==> src/rtl/turn_pkg.sv <==
// Shared board geometry and turn FSM state encoding; the movement controller
// uses the same START_X/TILE_W/LAST_TILE for its flag-x check.
package turn_pkg;

    localparam int START_X   = 20;
    localparam int TILE_W    = 30;
    localparam int LAST_TILE = 20;
    localparam int DIE_MAX   = 6;
    localparam int TILE_BITS = 5;
    localparam int X_BITS    = 10;

    typedef enum logic [2:0] {
        ST_IDLE  = 3'd0,
        ST_ROLL  = 3'd1,
        ST_ISSUE = 3'd2,
        ST_WAIT  = 3'd3,
        ST_OVER  = 3'd4
    } turn_state_t;

    // Screen x of a tile; 620 at the flag still fits in 10 bits.
    function automatic logic [X_BITS-1:0] tile_x(input logic [TILE_BITS-1:0] t);
        return X_BITS'(START_X) + X_BITS'(t) * X_BITS'(TILE_W);
    endfunction

endpackage

==> src/rtl/die_counter.sv <==
// Free-running die: cycles 1..DIE_MAX on every clock edge, independent of game state.
module die_counter
    import turn_pkg::*;
(
    input  logic       clk,
    input  logic       rst_n,
    output logic [2:0] value_o
);

    logic [2:0] value_q;
    logic [2:0] value_d;

    assign value_d = (value_q == 3'(DIE_MAX)) ? 3'd1 : value_q + 3'd1;

    always_ff @(posedge clk or negedge rst_n) begin
        if (!rst_n) value_q <= 3'd1;
        else        value_q <= value_d;
    end

    assign value_o = value_q;

endmodule

==> src/rtl/turn_manager.sv <==
// Two-player turn sequencer feeding the movement controller.
// EXACT_FINISH_EN: overshooting the flag bounces back instead of clamping.
module turn_manager
    import turn_pkg::*;
#(
    parameter int DONE_TIMEOUT = 127
) (
    input  logic              clk,
    input  logic              rst_n,
    input  logic              roll_req,
    input  logic              turn_done,
    output logic [X_BITS-1:0] player1_pos_x,
    output logic [X_BITS-1:0] player2_pos_x,
    output logic              pos_valid,
    output logic              active_player,
    output logic [2:0]        dice_value,
    output logic              game_over,
    output logic              winner
);

    localparam int TMO_W = $clog2(DONE_TIMEOUT);

    turn_state_t          state_q;
    logic [TILE_BITS-1:0] tile1_q, tile2_q;
    logic [2:0]           dice_q;
    logic                 active_q;
    logic                 pos_valid_q;
    logic                 game_over_q;
    logic                 winner_q;
    logic [TMO_W-1:0]     tmo_q;

    logic [2:0]           die_val;
    logic [TILE_BITS-1:0] cur_tile;
    logic [5:0]           sum;
    logic [TILE_BITS-1:0] tile_d;
    logic                 tmo_hit;
    logic                 turn_end;

    die_counter u_die (
        .clk     (clk),
        .rst_n   (rst_n),
        .value_o (die_val)
    );

    assign cur_tile = active_q ? tile2_q : tile1_q;
    assign sum      = 6'(cur_tile) + 6'(dice_q);
    assign tmo_hit  = (tmo_q == TMO_W'(DONE_TIMEOUT - 1));
    assign turn_end = turn_done || tmo_hit;

`ifdef EXACT_FINISH_EN
    assign tile_d = (sum > 6'(LAST_TILE)) ? TILE_BITS'(6'(2 * LAST_TILE) - sum)
                                          : TILE_BITS'(sum);
`else
    assign tile_d = (sum > 6'(LAST_TILE)) ? TILE_BITS'(LAST_TILE) : TILE_BITS'(sum);
`endif

    always_ff @(posedge clk or negedge rst_n) begin
        if (!rst_n) begin
            state_q     <= ST_IDLE;
            tile1_q     <= '0;
            tile2_q     <= '0;
            dice_q      <= '0;
            active_q    <= 1'b0;
            pos_valid_q <= 1'b0;
            game_over_q <= 1'b0;
            winner_q    <= 1'b0;
            tmo_q       <= '0;
        end else begin
            pos_valid_q <= 1'b0;
            case (state_q)
                ST_IDLE: begin
                    if (roll_req) begin
                        dice_q  <= die_val;
                        state_q <= ST_ROLL;
                    end
                end
                ST_ROLL: begin
                    if (active_q) tile2_q <= tile_d;
                    else          tile1_q <= tile_d;
                    // Pulse lines up with ISSUE, so it is always preceded by a low cycle.
                    pos_valid_q <= 1'b1;
                    state_q     <= ST_ISSUE;
                end
                ST_ISSUE: begin
                    tmo_q   <= '0;
                    state_q <= ST_WAIT;
                end
                ST_WAIT: begin
                    if (turn_end) begin
                        if (cur_tile == TILE_BITS'(LAST_TILE)) begin
                            game_over_q <= 1'b1;
                            winner_q    <= active_q;
                            state_q     <= ST_OVER;
                        end else begin
                            active_q <= ~active_q;
                            state_q  <= ST_IDLE;
                        end
                    end else begin
                        tmo_q <= tmo_q + 1'b1;
                    end
                end
                ST_OVER: state_q <= ST_OVER;
                default: state_q <= ST_IDLE;
            endcase
        end
    end

    assign player1_pos_x = tile_x(tile1_q);
    assign player2_pos_x = tile_x(tile2_q);
    assign pos_valid     = pos_valid_q;
    assign active_player = active_q;
    assign dice_value    = dice_q;
    assign game_over     = game_over_q;
    assign winner        = winner_q;

endmodule

==> config.mk <==
export PLATFORM = sky130hd
export DESIGN_NAME = turn_manager
export DESIGN_NICKNAME = d
export VERILOG_FILES = /design/src/rtl/turn_pkg.sv /design/src/rtl/die_counter.sv /design/src/rtl/turn_manager.sv
export SDC_FILE = /design/constraint.sdc
export NUM_CORES = 1
export LEC_CHECK = 0
export CAP_MARGIN = 25
export CORE_MARGIN = 3
export CORE_UTILIZATION = 50
export CTS_CLUSTER_DIAMETER = 80
export CTS_CLUSTER_SIZE = 24
export DETAILED_ROUTE_END_ITERATION = 10
export PLACE_DENSITY = 0.75
export SLEW_MARGIN = 20
export SYNTH_ARGS = -nofsm -noshare
export SYNTH_HDL_FRONTEND = slang
export SYNTH_SLANG_ARGS = --single-unit
==> constraint.sdc <==
create_clock -name clk -period 3.8 [get_ports clk]
set_clock_uncertainty 0.15 [all_clocks]
set_input_delay 0.76 -clock clk [delete_from_list [all_inputs] [get_ports clk]]
set_output_delay 0.76 -clock clk [all_outputs]
set_load 0.01 [all_outputs]
==> flow_metrics.env, run 1 <==
export IMPL_run_status="finished with violations"
export IMPL_violations="setup timing"
export IMPL_postCtsHoldBufs=0
export IMPL_cts_buffers=5
export IMPL_ys_flop_type="dfrtp_1"
export IMPL_synth_most_common_cell="inv_1"
export IMPL_synth_cell_types=52
export IMPL_htreeDepth=2
export IMPL_dr_pass1_iters=4
export IMPL_core_sq_um=5270
export IMPL_grt_pass1_vias=2497
export IMPL_antenna_found_initial=0
export IMPL_synthTopCellsByArea="dfrtp_1, ha_1, fa_1"
export IMPL_stdcell_area_sq_um=3980
export IMPL_final_util=0.755
export IMPL_cts_sinks=30
export IMPL_die_h_um=81.0
export IMPL_rsz0062_at_grt="true"
export IMPL_drv_cap=0
export IMPL_fillers=382
export IMPL_worst_ep_arrival_time_ps=3300
export IMPL_ys_seq_area_frac=0.267
export IMPL_grt_ovfl_total=0
export IMPL_ant_nets=0
export IMPL_hold_viol_final=0
export IMPL_diodes=0
export IMPL_fin_crit_sh=1.11
export IMPL_synth_seq_cells=30
export IMPL_synth_commonest_cells="inv_1, nand2_1, ha_1, dfrtp_1, nor2_1"
export IMPL_endpoint_kind="output port"
export IMPL_wl_per_cell_um=14.1
export IMPL_root_buffer="clkbuf_8"
export IMPL_drt_wl_total_um=6590
export IMPL_place_ws_ps=-565
export IMPL_gr_usage_all_layers=0.208
export IMPL_die_w_um=81.0
export IMPL_async_reset_ff_frac=1.00
export IMPL_synth_edf_count=0
export IMPL_rows=26
export IMPL_vias=2443
export IMPL_netlist_area_sq_um=2820
export IMPL_clkLatencyLatePin_ps=280
export IMPL_drtIter0Drc=66
export IMPL_yosys_warnings=0
export IMPL_io_pins=31
export IMPL_fin_nets=447
export IMPL_syn_avg_cell_area_sq_um=9.17
export IMPL_dp_cells=451
export IMPL_synth_top_area_frac=0.258
export IMPL_slew_headroom=0.546
export IMPL_synth_cells=307
export IMPL_clock_fmax_mhz=238
export IMPL_cp_required_ps=2890
export IMPL_start_util=0.534
export IMPL_viasPerCell=5.21
export IMPL_fin_crit_ps=4210
export IMPL_cts_tree="yes"
export IMPL_yosys_area_top_type="dfrtp_1"
export IMPL_syn_to_final_growth_pct=41.4
export IMPL_grt_max_degree=31
export IMPL_die_area_sq_um=6570
export IMPL_path_clk_slew_ps=60
export IMPL_critPathLaunchType="flop"
export IMPL_portBuffers=28
export IMPL_placed_cell_area_sq_um=3580
export IMPL_worstPathMaxFanout=3
export IMPL_gp_congestion=0.806
export IMPL_rrSetupSlack_ps=950
export IMPL_critPathKind="flop to output port"
export IMPL_grt_pass1_wl_um=10700
export IMPL_hp_class="flop to flop"
export IMPL_timing_final_ws_setup_ps=-408
export IMPL_cts_buffer_depth=2
export IMPL_instances_no_fill=469
export IMPL_drc=0
export IMPL_drive_gt1_frac=0.346
export IMPL_drv_slew=0
export IMPL_worstMarginPinSlew_ps=671
export IMPL_setup_violations=10
export IMPL_dp_hpwl_um=4550
## metal layers
metal	vias up	share of wire	global-route usage
met2	48	0.52	0.383
met5	-	0	0
met3	5	0.036	0.0366
met1	1183	0.43	0.248
met4	0	0.0065	0.0507
li1	1207	-	-
## path summary, 6_finish.rpt
kind                                  start                to  cells after the start
max                              tile1_q[1]  player1_pos_x[9]                     11
min                        u_die.value_o[0]  u_die.value_o[0]                      1
max reg2reg                   active_player        tile1_q[2]                     10
min reg2reg                u_die.value_o[0]  u_die.value_o[0]                      1
max in group asynchronous             rst_n  u_die.value_o[0]                      2
min in group asynchronous             rst_n          tmo_q[2]                      2
## flip-flops by register name (all words and copies together), names as in the netlist
signal,flops
tmo_q,7
winner,1
state_q,3
tile1_q,5
u_die.value_o,3
active_player,1
dice_value,3
game_over,1
tile2_q,5
pos_valid,1
## stage by stage
step	setup TNS [ps]	hold slack, ps
after detailed placement	-4030	310
after CTS	-2470	328
after global routing	-3880	348
after global placement	-3310	301
after floorplan	-31.1	291
final	-2430	326
## critical path, stage by stage, from the launching register on
cell and delay, ps:
dfrtp_1 400, inv_2 100, fa_1 460, fa_2 590, inv_2 60, ha_4 240, a211oi_2 230, or2_4 190
nand4_1 160, nor4b_4 250, xor2_1 170, buf_2 160
## kinds of logic after synthesis
family,after synthesis,synth area share
other cells,1,0.00133
xor+xnor,24,0.0747
simple gates,92,0.170
mux,11,0.0418
fa+ha+maj,45,0.237
compound gates,52,0.132
flops,30,0.267
buf+inv,52,0.0751
## placed cells by master (no fill, tap or decap), types with 6 or more instances in the layout
cell type | Yosys | final
xor2_1 | 14 | 12
buf_4 | 4 | 58
clkdlybuf4s50_1 | 0 | 16
buf_2 | 1 | 10
nor2_1 | 17 | 17
o21ai_0 | 8 | 7
inv_2 | 0 | 9
o21ai_1 | 11 | 10
dfrtp_1 | 29 | 28
ha_4 | 0 | 6
nand2_1 | 33 | 33
xnor2_1 | 10 | 6
inv_1 | 46 | 37
fa_1 | 14 | 10
ha_1 | 31 | 23
## final cells by class
class	count	area [sq um]	area share
multi-input combinational	226	2170	0.546
sequential	30	753	0.189
timing repair buffer	89	689	0.173
inverter	46	173	0.0434
tap	70	87.6	0.0220
clock buffer	7	76.3	0.0192
clock inverter	1	30.0	0.00754
## timing repair
| item | in CTS | in global routing |
|---|---|---|
| pin swaps | 28 | 30 |
| endpoints found under the setup margin | 12 | 12 |
| gates resized for setup | 69 | 33 |
| setup buffers | 8 | 6 |
Power of run 1 is not shown: default switching activity piles up to over one toggle a cycle in this logic, so the estimate is an artifact.
==> inputs of run 2 (changes only) <==
--- a/config.mk
+++ b/config.mk
@@ -11,6 +11,7 @@
 export CTS_CLUSTER_DIAMETER = 80
 export CTS_CLUSTER_SIZE = 24
 export DETAILED_ROUTE_END_ITERATION = 10
+export GPL_TIMING_DRIVEN = 0
 export PLACE_DENSITY = 0.75
 export SLEW_MARGIN = 20
 export SYNTH_ARGS = -nofsm -noshare
==> run 2 against run 1 <==
The flow still finishes with violations (setup timing). Flip-flop and latch count stayed put. Maximum frequency is 1.3% lower. Sequential share of layout area is 1.4 points higher. Utilization is 4.7 points lower. Global-route usage is 1.3 points lower. Hold slack hardly changed. Cell area is 6.2% lower. Cell count is 6.0% lower. Non-clock buffer count is 28 lower. Highest routed layer unchanged.
==> flow_metrics.env, run 2 (synthesized netlist as in run 1, its figures left out) <==
export IMPL_run_status="finished with violations"
export IMPL_violations="setup timing"
export IMPL_wl_per_cell_um=13.5
export IMPL_die_w_um=81.0
export IMPL_layout_common_cells="inv_1, nand2_1, buf_4"
export IMPL_clock_fmax_mhz=235
export IMPL_drt_wl_total_um=5940
export IMPL_viasPerCell=5.29
export IMPL_cts_sinks=30
export IMPL_largest_reg_flops=7
export IMPL_antenna_found_initial=0
export IMPL_drive_gt1_frac=0.294
export IMPL_root_buffer="clkbuf_8"
export IMPL_io_pins=31
export IMPL_grt_max_degree=31
export IMPL_htreeDepth=2
export IMPL_start_util=0.534
export IMPL_cts_buffers=5
export IMPL_gp_congestion=0.811
export IMPL_placed_cell_area_sq_um=3230
export IMPL_timing_final_ws_setup_ps=-463
export IMPL_hp_class="flop to flop"
export IMPL_drtIter0Drc=91
export IMPL_clkLatencyLatePin_ps=290
export IMPL_cp_required_ps=2890
export IMPL_dp_cells=406
export IMPL_die_h_um=81.0
export IMPL_diodes=0
export IMPL_hold_viol_final=0
export IMPL_die_area_sq_um=6570
export IMPL_core_sq_um=5270
export IMPL_dp_hpwl_um=3930
export IMPL_setup_violations=8
export IMPL_layout_commonest_cell="inv_1"
export IMPL_drv_slew=0
export IMPL_slowest_delay_ps=570
export IMPL_reg_largest_list="tmo_q: 7 flops, tile1_q: 5 flops, tile2_q: 5 flops"
export IMPL_endpoint_kind="output port"
export IMPL_final_util=0.708
export IMPL_dr_pass1_iters=4
export IMPL_postCtsHoldBufs=0
export IMPL_cts_tree="yes"
export IMPL_instances_no_fill=441
export IMPL_fin_crit_sh=1.12
export IMPL_worstPathMaxFanout=3
export IMPL_ant_nets=0
export IMPL_slew_headroom=0.524
export IMPL_crit_slowest_cell="fa_1"
export IMPL_vias=2333
export IMPL_rows=26
export IMPL_drv_cap=0
export IMPL_fin_nets=419
export IMPL_worstMarginPinSlew_ps=705
export IMPL_gr_usage_all_layers=0.195
export IMPL_top_register="tmo_q"
export IMPL_rsz0062_at_grt="true"
export IMPL_portBuffers=28
export IMPL_fin_crit_ps=4260
export IMPL_grt_ovfl_total=0
export IMPL_path_clk_slew_ps=60
export IMPL_critPathKind="flop to output port"
export IMPL_critPathLaunchType="flop"
export IMPL_cts_buffer_depth=2
export IMPL_grt_pass1_vias=2253
export IMPL_drc=0
export IMPL_stdcell_area_sq_um=3730
export IMPL_syn_to_final_growth_pct=32.6
export IMPL_worst_ep_arrival_time_ps=3350
export IMPL_cp_cell_sequence="inv_4 -> fa_1 -> fa_1 -> buf_6 -> fa_2 -> nor2b_4 -> o21ai_4 -> a21oi_2 -> buf_6 -> o211ai_1 -> xor2_1 -> buf_2"
export IMPL_grt_pass1_wl_um=10000
==> run 2: cell count changes in the layout (fill, tap and decap cells not counted), sizes merged <==
cell / before / now
clkbuf: 9 / 6
dlygate4sd2: 0 / 2
clkinv: 0 / 2
buf: 71 / 43
clkdlybuf4s50: 16 / 15
==> run 2: area by class of cell <==
type                    count  area, sq um
fillers                   405         1540
plain buffers               6         38.8
clock buffers               5         68.8
multi-input cells         226         2130
repair buffers             55          433
clock inverters             3         40.0
inverters                  46          180
flip-flops and latches     30          759
well taps                  70         87.6
==> run 2: worst paths after layout <==
path | from | to | slack (ps) | cells past startpoint
worst max-delay path | tile1_q[2] | player1_pos_x[9] | -460 | 12
worst min-delay path | game_over | game_over | 330 | 1
worst max register to register | active_player | tile1_q[2] | 950 | 11
worst min register to register | game_over | game_over | 330 | 1
max in group asynchronous | rst_n | tile1_q[3] | 2680 | 1
min in group asynchronous | rst_n | tmo_q[0] | 350 | 1
==> run 2: worst max-delay path, delay by kind of cell, from the launching register on <==
family	cells	cell delay, ps
AO/OA/AOI/OAI	3	410
XOR/XNOR	1	160
adder cells (fa/ha/maj)	3	1440
buffers and inverters	4	500
flip-flops	1	390
AND/OR/NAND/NOR	1	170
==> run 2: repair_timing <==
action	in CTS	in global routing
pin swaps	26	16
endpoints found under the hold margin	0	0
gates resized for setup	85	10
buffers inserted	24	3
endpoints found under the setup margin	12	11
==> run 2: routing by layer <==
| layer | up-vias | wire length (um) | GRT usage |
|---|---|---|---|
| met2 | 54 | 2970 | 0.331 |
| met3 | 12 | 261 | 0.0266 |
| met1 | 1106 | 2580 | 0.259 |
| met4 | 0 | 128 | 0.0557 |
| met5 | - | 0 | 0 |
| li1 | 1161 | - | - |
==> run 2: metrics by stage <==
step           setup WS [ps]  hold WS [ps]  TNS (ps)
6_report                -463           326     -2350
5_1_grt                 -621           347     -3560
4_1_cts                 -425           330     -2290
3_5_place_dp            -690           308     -4840
3_3_place_gp            -636           307     -4480
2_1_floorplan          -31.1           291     -31.1
Power of run 2 is left out for the same reason.
==> inputs of run 3 (changes only) <==
--- a/config.mk
+++ b/config.mk
@@ -12,8 +12,7 @@
 export CTS_CLUSTER_SIZE = 24
 export DETAILED_ROUTE_END_ITERATION = 10
 export GPL_TIMING_DRIVEN = 0
-export PLACE_DENSITY = 0.75
-export SLEW_MARGIN = 20
+export PLACE_DENSITY = 0.72
 export SYNTH_ARGS = -nofsm -noshare
 export SYNTH_HDL_FRONTEND = slang
 export SYNTH_SLANG_ARGS = --single-unit
==> run 3 against run 2 <==
The run still ends with setup timing left. Maximum frequency up 0.47%. Flip-flop and latch count is the same. Cell area is 2.8% higher. First-iteration DRC count shrank 52%. Global-route usage is 0.76 points lower. Count of clock-buffer cells in the layout increased by 3. Hold slack gained 2.2 ps. Utilization up 2.0 points. Via count increased by 0.39%. Cell count up 2.5%. Register-to-register slack is essentially flat.
==> flow_metrics.env, run 3 (synthesized netlist as in run 1, its figures left out) <==
export IMPL_worstMarginPinSlew_ps=715
export IMPL_cp_required_ps=2890
export IMPL_grt_ovfl_total=0
export IMPL_htreeDepth=2
export IMPL_crit_slowest_cell="fa_2"
export IMPL_root_buffer="clkbuf_8"
export IMPL_start_util=0.534
export IMPL_gp_congestion=0.793
export IMPL_clkLatencyLatePin_ps=280
export IMPL_grt_max_degree=18
export IMPL_dp_cells=407
export IMPL_core_sq_um=5270
export IMPL_reg_largest_list="tmo_q: 7 flops, tile1_q: 5 flops, tile2_q: 5 flops"
export IMPL_endpoint_kind="output port"
export IMPL_wl_per_cell_um=13.4
export IMPL_cp_cell_sequence="fa_2 -> xor2_4 -> ha_4 -> inv_2 -> fa_2 -> a21boi_4 -> nor4b_4 -> buf_4 -> nand4_1 -> xor2_2 -> buf_2"
export IMPL_cts_buffers=5
export IMPL_drive_gt1_frac=0.312
export IMPL_critPathKind="flop to output port"
export IMPL_grt_pass1_vias=2253
export IMPL_dp_hpwl_um=4090
export IMPL_syn_to_final_growth_pct=36.4
export IMPL_diodes=0
export IMPL_grt_pass1_wl_um=9720
export IMPL_rows=26
export IMPL_drv_slew=0
export IMPL_slew_headroom=0.516
export IMPL_die_h_um=81.0
export IMPL_critPathLaunchType="flop"
export IMPL_timing_final_ws_setup_ps=-443
export IMPL_slowest_delay_ps=620
export IMPL_top_register="tmo_q"
export IMPL_io_pins=31
export IMPL_drt_wl_total_um=6070
export IMPL_drc=0
export IMPL_fin_crit_sh=1.12
export IMPL_antenna_found_initial=0
export IMPL_violations="setup timing"
export IMPL_path_clk_slew_ps=60
export IMPL_gr_usage_all_layers=0.187
export IMPL_cts_sinks=30
export IMPL_crit_top_cell="fa_2"
export IMPL_portBuffers=28
export IMPL_vias=2342
export IMPL_place_ws_ps=-767
export IMPL_worstPathMaxFanout=4
export IMPL_cts_buffer_depth=2
export IMPL_fin_crit_ps=4240
export IMPL_cts_tree="yes"
export IMPL_holdWs_ps=328
export IMPL_die_w_um=81.0
export IMPL_drtIter0Drc=44
export IMPL_dr_pass1_iters=4
export IMPL_fin_nets=430
export IMPL_viasPerCell=5.18
export IMPL_stdcell_area_sq_um=3840
export IMPL_die_area_sq_um=6570
export IMPL_placed_cell_area_sq_um=3260
export IMPL_postCtsHoldBufs=0
export IMPL_ant_nets=0
export IMPL_worst_ep_arrival_time_ps=3330
export IMPL_drv_cap=0
export IMPL_hold_viol_final=0
export IMPL_layout_commonest_cell="inv_1"
export IMPL_hp_class="flop to flop"
export IMPL_instances_no_fill=452
export IMPL_rsz0062_at_grt="true"
export IMPL_clock_fmax_mhz=236
export IMPL_run_status="finished with violations"
export IMPL_setup_violations=9
export IMPL_layout_common_cells="inv_1, buf_4, nand2_1"
export IMPL_largest_reg_flops=7
run 3: cell type report:
class / count / area, sq um
Multi-Input combinational cell: 226 / 2130
Fill cell: 378 / 1430
Sequential cell: 30 / 759
Timing Repair Buffer: 66 / 556
Inverter: 46 / 178
Clock buffer: 8 / 90.1
Tap cell: 70 / 87.6
Buffer: 6 / 38.8
run 3: metrics by stage:
step	utilization	TNS [ps]
floorplan	-	-31.1
global placement	0.613	-4440
detailed placement	0.618	-5210
finish	0.729	-2580
CTS	0.694	-2690
global route	0.729	-3530
run 3: final timing paths:
| check | startpoint | endpoint | slack [ps] | cells past startpoint |
|---|---|---|---|---|
| setup / recovery | tile2_q[2] | player2_pos_x[9] | -440 | 11 |
| hold / removal | u_die.value_o[0] | u_die.value_o[0] | 330 | 1 |
| setup reg to reg | active_player | tile2_q[2] | 940 | 10 |
| hold reg to reg | u_die.value_o[0] | u_die.value_o[0] | 330 | 1 |
| max in group asynchronous | rst_n | u_die.value_o[0] | 2140 | 2 |
| min in group asynchronous | rst_n | tmo_q[0] | 750 | 1 |
run 3: critical path, delay by kind of cell (launching register included):
| family | cells | cell delay (ps) |
|---|---|---|
| AOI/OAI and AO/OA | 1 | 170 |
| buffers and inverters | 3 | 360 |
| and+or+nand+nor | 2 | 410 |
| DFF | 1 | 460 |
| xor gates and xnor gates | 2 | 370 |
| adders and majority gates | 3 | 1280 |
run 3: layer usage:
metal,global-route usage,vias up,wire [um],part of all wire
met5,0,-,0,0
met4,0.0557,0,89,0.015
met3,0.0266,10,141,0.023
met2,0.338,33,3040,0.50
met1,0.230,1112,2810,0.46
li1,-,1187,-,-
run 3: what timing repair did:
item                       CTS  global route
pin swaps                   25            20
setup endpoints to repair   12            12
resized for setup           71            25
buffers inserted            29            11
Power of run 3 is left out for the same reason.
